$ cat config.mk
export PLATFORM = sky130hd
export DESIGN_NAME = mem_arbiter
export DESIGN_NICKNAME = d
export VERILOG_FILES = /design/src/rtl/mem_arbiter_pkg.sv /design/src/rtl/mem_arbiter_rr.sv /design/src/rtl/mem_arbiter.sv
export SDC_FILE = /design/constraint.sdc
export NUM_CORES = 1
export LEC_CHECK = 0
export ABC_AREA = 1
export CORE_UTILIZATION = 34
export CTS_CLUSTER_SIZE = 10
export DETAILED_ROUTE_END_ITERATION = 10
export PLACE_DENSITY = 0.88
export SLEW_MARGIN = 20
export SYNTH_ARGS = -nofsm -noshare
export SYNTH_HDL_FRONTEND = slang
export SYNTH_SLANG_ARGS = --single-unit
$ cat constraint.sdc
create_clock -name clk_i -period 1.8 [get_ports clk_i]
set_input_delay 0.36 -clock clk_i [delete_from_list [all_inputs] [get_ports clk_i]]
set_output_delay 0.36 -clock clk_i [all_outputs]
set_load 0.005 [all_outputs]
$ cat src/rtl/mem_arbiter_pkg.sv
// Shared constants for the two-port memory arbiter.
// Physical RAM size and FSM state encodings live here.
package mem_arbiter_pkg;

    localparam int RAM_SIZE_LOG = 10;

    localparam logic [1:0] ST_IDLE   = 2'd0;
    localparam logic [1:0] ST_ACCESS = 2'd1;
    localparam logic [1:0] ST_RDWAIT = 2'd2;

    // Port 1 counts as last granted out of reset, so port 0 wins the first tie.
    localparam logic LAST_RESET = 1'b1;

endpackage

$ cat src/rtl/mem_arbiter_rr.sv
// Two-way round-robin winner selection.
// On a tie, the port not granted most recently wins.
module mem_arb_rr (
    input  logic req0,
    input  logic req1,
    input  logic last,
    output logic winner,
    output logic valid
);

    assign valid  = req0 | req1;
    assign winner = (req0 & req1) ? ~last : req1;

endmodule

$ cat src/rtl/mem_arbiter.sv
// Two-port (CPU / loader) single-outstanding memory arbiter.
// One access at a time: IDLE -> ACCESS -> (RDWAIT) -> IDLE.
module mem_arbiter
    import mem_arbiter_pkg::*;
#(
    parameter int DATA_W = 16,
    parameter int ADDR_W = 16,
    parameter int AW     = RAM_SIZE_LOG
) (
    input  logic              clk_i,
    input  logic              rst_i,
    input  logic              req0_i,
    input  logic              req1_i,
    input  logic              we0_i,
    input  logic              we1_i,
    input  logic [ADDR_W-1:0] addr0_i,
    input  logic [ADDR_W-1:0] addr1_i,
    input  logic [DATA_W-1:0] wdata0_i,
    input  logic [DATA_W-1:0] wdata1_i,
    output logic              gnt0_o,
    output logic              gnt1_o,
    output logic              rvalid0_o,
    output logic              rvalid1_o,
    output logic [DATA_W-1:0] rdata_o,
    output logic              err_o,
    output logic [AW-1:0]     mem_addr_o,
    output logic [DATA_W-1:0] mem_data_o,
    output logic              mem_we_o,
    input  logic [DATA_W-1:0] mem_data_i
);

    logic [1:0]        state;
    logic              winner_q;
    logic              we_q;
    logic              oor_q;
    logic              last_q;
    logic              rr_winner;
    logic              rr_valid;
    logic [ADDR_W-1:0] addr_sel;
    logic [DATA_W-1:0] wdata_sel;
    logic              we_sel;
    logic              oor_sel;
    logic              in_access;
    logic              in_rdwait;

    mem_arb_rr u_rr (
        .req0   (req0_i),
        .req1   (req1_i),
        .last   (last_q),
        .winner (rr_winner),
        .valid  (rr_valid)
    );

    assign addr_sel  = rr_winner ? addr1_i  : addr0_i;
    assign wdata_sel = rr_winner ? wdata1_i : wdata0_i;
    assign we_sel    = rr_winner ? we1_i    : we0_i;
    // Any address bit above the physical RAM range flags an error.
    assign oor_sel   = |(addr_sel >> AW);

    always_ff @(posedge clk_i or negedge rst_i) begin
        if (!rst_i) begin
            state      <= ST_IDLE;
            winner_q   <= 1'b0;
            we_q       <= 1'b0;
            oor_q      <= 1'b0;
            last_q     <= LAST_RESET;
            mem_addr_o <= '0;
            mem_data_o <= '0;
        end else begin
            unique case (state)
                ST_IDLE: begin
                    if (rr_valid) begin
                        state      <= ST_ACCESS;
                        winner_q   <= rr_winner;
                        last_q     <= rr_winner;
                        we_q       <= we_sel;
                        oor_q      <= oor_sel;
                        mem_addr_o <= addr_sel[AW-1:0];
                        mem_data_o <= wdata_sel;
                    end
                end
                ST_ACCESS: begin
                    state <= (we_q || oor_q) ? ST_IDLE : ST_RDWAIT;
                end
                ST_RDWAIT: begin
                    state <= ST_IDLE;
                end
                default: begin
                    state <= ST_IDLE;
                end
            endcase
        end
    end

    assign in_access = (state == ST_ACCESS);
    assign in_rdwait = (state == ST_RDWAIT);

    assign gnt0_o    = in_access & ~winner_q;
    assign gnt1_o    = in_access &  winner_q;
    assign err_o     = in_access &  oor_q;
    assign mem_we_o  = in_access &  we_q & ~oor_q;
    assign rvalid0_o = in_rdwait & ~winner_q;
    assign rvalid1_o = in_rdwait &  winner_q;
    assign rdata_o   = in_rdwait ? mem_data_i : '0;

endmodule

==> summary.md, run 1 <==
| Metric | Value |
|---|---|
| Status | `finished, final reports clean` |
| Final min period | `1.75 ns` |
| Sequential-to-total area share from yosys stat | `44.2%` |
| Mapped cell area | `1820 sq um` |
| Max-cap violations | `0` |
| Final HPWL DP | `4.22 mm` |
| Die Span X | `75.1 um` |
| Clock tree sinks | `32` |
| Initial core utilization | `35.3%` |
| Layout cells sized above 1 | `11.6%` |
| Startpoint Class | `register` |
| Pwr dens | `1210 nW/um^2` |
| R2R depth | `5` |
| Worst setup path class | `register to primary output` |
| CP peak stage delay | `0.50 ns` |
| Wire per inst | `12.1 um` |
| CP max stage cell | `clkdlybuf4s50_1` |
| Met2 GRT Util | `34.9%` |
| Worst hold path type | `register to register` |
| Antenna diode count | `0` |
| Clk root buf | `clkbuf_8` |
| Final worst clock skew | `0.0109 ns` |
| Relative slew slack | `72.5%` |
| # IOs | `134` |
| Hold Startpoint | `last_q` |
| Final Hold Fails | `0` |
| CTS Hold Buffers Added | `0` |
| Pin count of the biggest net entering global routing | `34` |
| Placer Congestion | `0.697` |
| H-tree depth | `2` |
| Gr usage total | `18.6%` |
| Placed instance area | `3230 sq um` |
| CP cell instances | `inv_2 > nand2_2 > nor2_1 > clkdlybuf4s50_1` |
| Clk Latency, worst-skew pair | `0.28 ns` |
| Critical Path RT | `1.44 ns` |
| CP Depth | `4` |
| YS warnings | `0` |
| #FFs+latches synth | `32` |
| Hold path depth | `2` |
| # rows | `26` |
| RSZ-0062 raised after global routing | `no` |
| Net Count, Synth | `308` |
| Final Cycle Share | `97.2%` |
| 1st-iter DRT viols | `70` |
| Worst Path Arrival | `1.39 ns` |
| Synth unique cells | `20` |
| Vias/cell | `4.52` |
| CTS tree | `yes` |
| Measured slew at the worst slew-check pin | `0.413 ns` |
| Post-synthesis cell count | `222` |
| Setup violations, final | `0` |
| First-pass GRT wire length | `7.82 mm` |
| Final setup TNS | `0 ns` |
| Worst vdd ir | `0.000728 V` |
| Crit path launch | `state[1]` |
| Layout net count | `446` |
| Total number of vias | `1946` |
| CTS buffer count | `5` |
| Slew Limit Fails | `0` |
| Antenna violations before repair | `0` |
| Die area | `5640 sq um` |
| GRT overflow | `0` |
| GR Layer Usage met3 | `6.96%` |
| Port buffer count | `133` |
| Crit Reg-Reg Startpoint | `last_q` |
| GR Layer Usage met1 | `19.6%` |
| Post-Route WL | `5.23 mm` |
| Clock Tree Buf Depth | `2` |
| Achievable Freq | `0.571 GHz` |
| Die extent in y | `75.1 um` |
| Leakage power | `1.48 nW` |
| Core region area | `5140 sq um` |
| Clk slew on worst S/H paths | `0.06 ns` |
| Crit Path Max Fanout | `5` |
| Final Instance Area | `3310 sq um` |
| Area Growth Syn to Fin | `82.2%` |
| Buf+Inv Stages, Crit Path | `2` |
| Hold WS | `0.467 ns` |
| Vias in the first global route | `1788` |
| DRC errors left | `0` |
| Fill cell count | `433` |
| Crit-path leading delay family | `buffers and inverters` |
| Busiest grt layer | `met2` |
| Avg Inst Size Synth | `8.18 sq um` |
| Pre-Repair DR Iteration Count | `4` |
| DRT antenna net count | `0` |
| CP endpoint kind | `primary output` |
==> per-stage QoR <==
stage	setup slack, ns	power (W)	instances	utilization (%)
2_1_floorplan	0.559	0.00234	222	-
4_1_cts	0.0336	0.00406	431	64.6
5_1_grt	0.00146	0.00430	431	64.4
3_3_place_gp	-0.0332	0.00341	421	62.9
3_5_place_dp	-0.0561	0.00348	421	62.9
6_report	0.0502	0.00400	431	64.4
==> cell usage after synthesis <==
master | number | area (sq um)
buf_8 | 1 | 15.0
nand4_1 | 1 | 6.26
o21ai_0 | 1 | 5.00
nand3_1 | 1 | 5.00
a31oi_4 | 10 | 213
buf_2 | 6 | 30.0
nor2_1 | 54 | 203
buf_6 | 5 | 56.3
inv_2 | 3 | 11.3
buf_4 | 1 | 7.51
nor2_2 | 1 | 6.26
nor2_4 | 1 | 11.3
or2_2 | 1 | 6.26
dfstp_2 | 1 | 26.3
a31oi_1 | 17 | 106
nand2_1 | 66 | 248
nor3b_1 | 1 | 7.51
dfrtp_1 | 31 | 776
inv_1 | 19 | 71.3
nor3_1 | 1 | 5.00
==> cell usage in the layout (no fill, tap or decap), types with 3 or more instances in the layout <==
cell / n
nand2_1: 65
clkbuf_2: 6
clkdlybuf4s50_1: 113
inv_2: 3
a31oi_4: 10
nor2_1: 54
dlygate4sd2_1: 8
buf_4: 7
clkbuf_8: 6
inv_1: 19
a31oi_1: 17
dfrtp_1: 31
clkdlybuf4s15_1: 5
buf_12: 3
==> logic make-up (layout without fill, tap and decap cells) <==
family	Yosys count	after routing	synth area share, %
AOI/OAI and AO/OA	28	28	17.8
DFF	32	32	44.2
and+or+nand+nor	127	127	27.4
buffers and inverters	35	174	10.5
==> what timing repair did <==
action | in CTS | in global routing
buffers inserted | 2 | 0
setup endpoints to repair | 22 | 12
resized for setup | 21 | 18
hold endpoints to repair | 0 | 0
gates cloned | 0 | 0
pin swaps | 0 | 0
==> report_power, final <==
group	total (W)	switching, W	leakage, nW	internal (W)
clock	0.000573	0.000263	0.0445	0.000311
sequential	0.00127	0.000195	0.363	0.00108
combinational	0.00215	0.000907	1.07	0.00124
==> metal layers <==
metal | wire, um | share of wire, % | vias to the layer above
li1 | - | - | 976
met1 | 1920 | 37 | 870
met2 | 2660 | 51 | 95
met3 | 611 | 12 | 5
met4 | 40 | 0.76 | 0
met5 | 0 | 0 | -
==> registers in the layout (all words and copies together), names as in the netlist <==
register and cells:
last_q 1, mem_data_o 16, oor_q 1, we_q 1, state 2, winner_q 1
mem_addr_o 10
==> final cells by class <==
cell class / count / area (sq um) / area share, %
Clock buffer: 7 / 86.3 / 2.61
Clock inverter: 1 / 7.51 / 0.227
Inverter: 22 / 82.6 / 2.50
Multi-Input combinational cell: 155 / 825 / 24.9
Sequential cell: 32 / 802 / 24.2
Tap cell: 70 / 87.6 / 2.65
Timing Repair Buffer: 144 / 1420 / 42.9
==> worst reg2reg max path: cells and delay by family (launching register included) <==
family	cells	cell delay [ns]
buffers and inverters	1	0.20
AO/OA/AOI/OAI	1	0.19
AND/OR/NAND/NOR	3	0.31
flip-flops	1	0.53
==> final timing paths <==
check / end / slack, ns
hold reg to reg: last_q / 0.47
setup reg to reg: mem_addr_o[4] / 0.50
max in group asynchronous: last_q / 0.98
min in group asynchronous: mem_data_o[15] / 0.48
hold / removal: last_q / 0.47
setup / recovery: gnt1_o / 0.05
(Power assumes the default switching activity.)
==> run 2, diff against run 1 <==
--- a/config.mk
+++ b/config.mk
@@ -9,6 +9,7 @@
 export CORE_UTILIZATION = 34
 export CTS_CLUSTER_SIZE = 10
 export DETAILED_ROUTE_END_ITERATION = 10
+export GPL_ROUTABILITY_DRIVEN = 0
 export PLACE_DENSITY = 0.88
 export SLEW_MARGIN = 20
 export SYNTH_ARGS = -nofsm -noshare
==> results of run 2 <==
The final DEF is identical to that of run 1; final timing and power are the same.
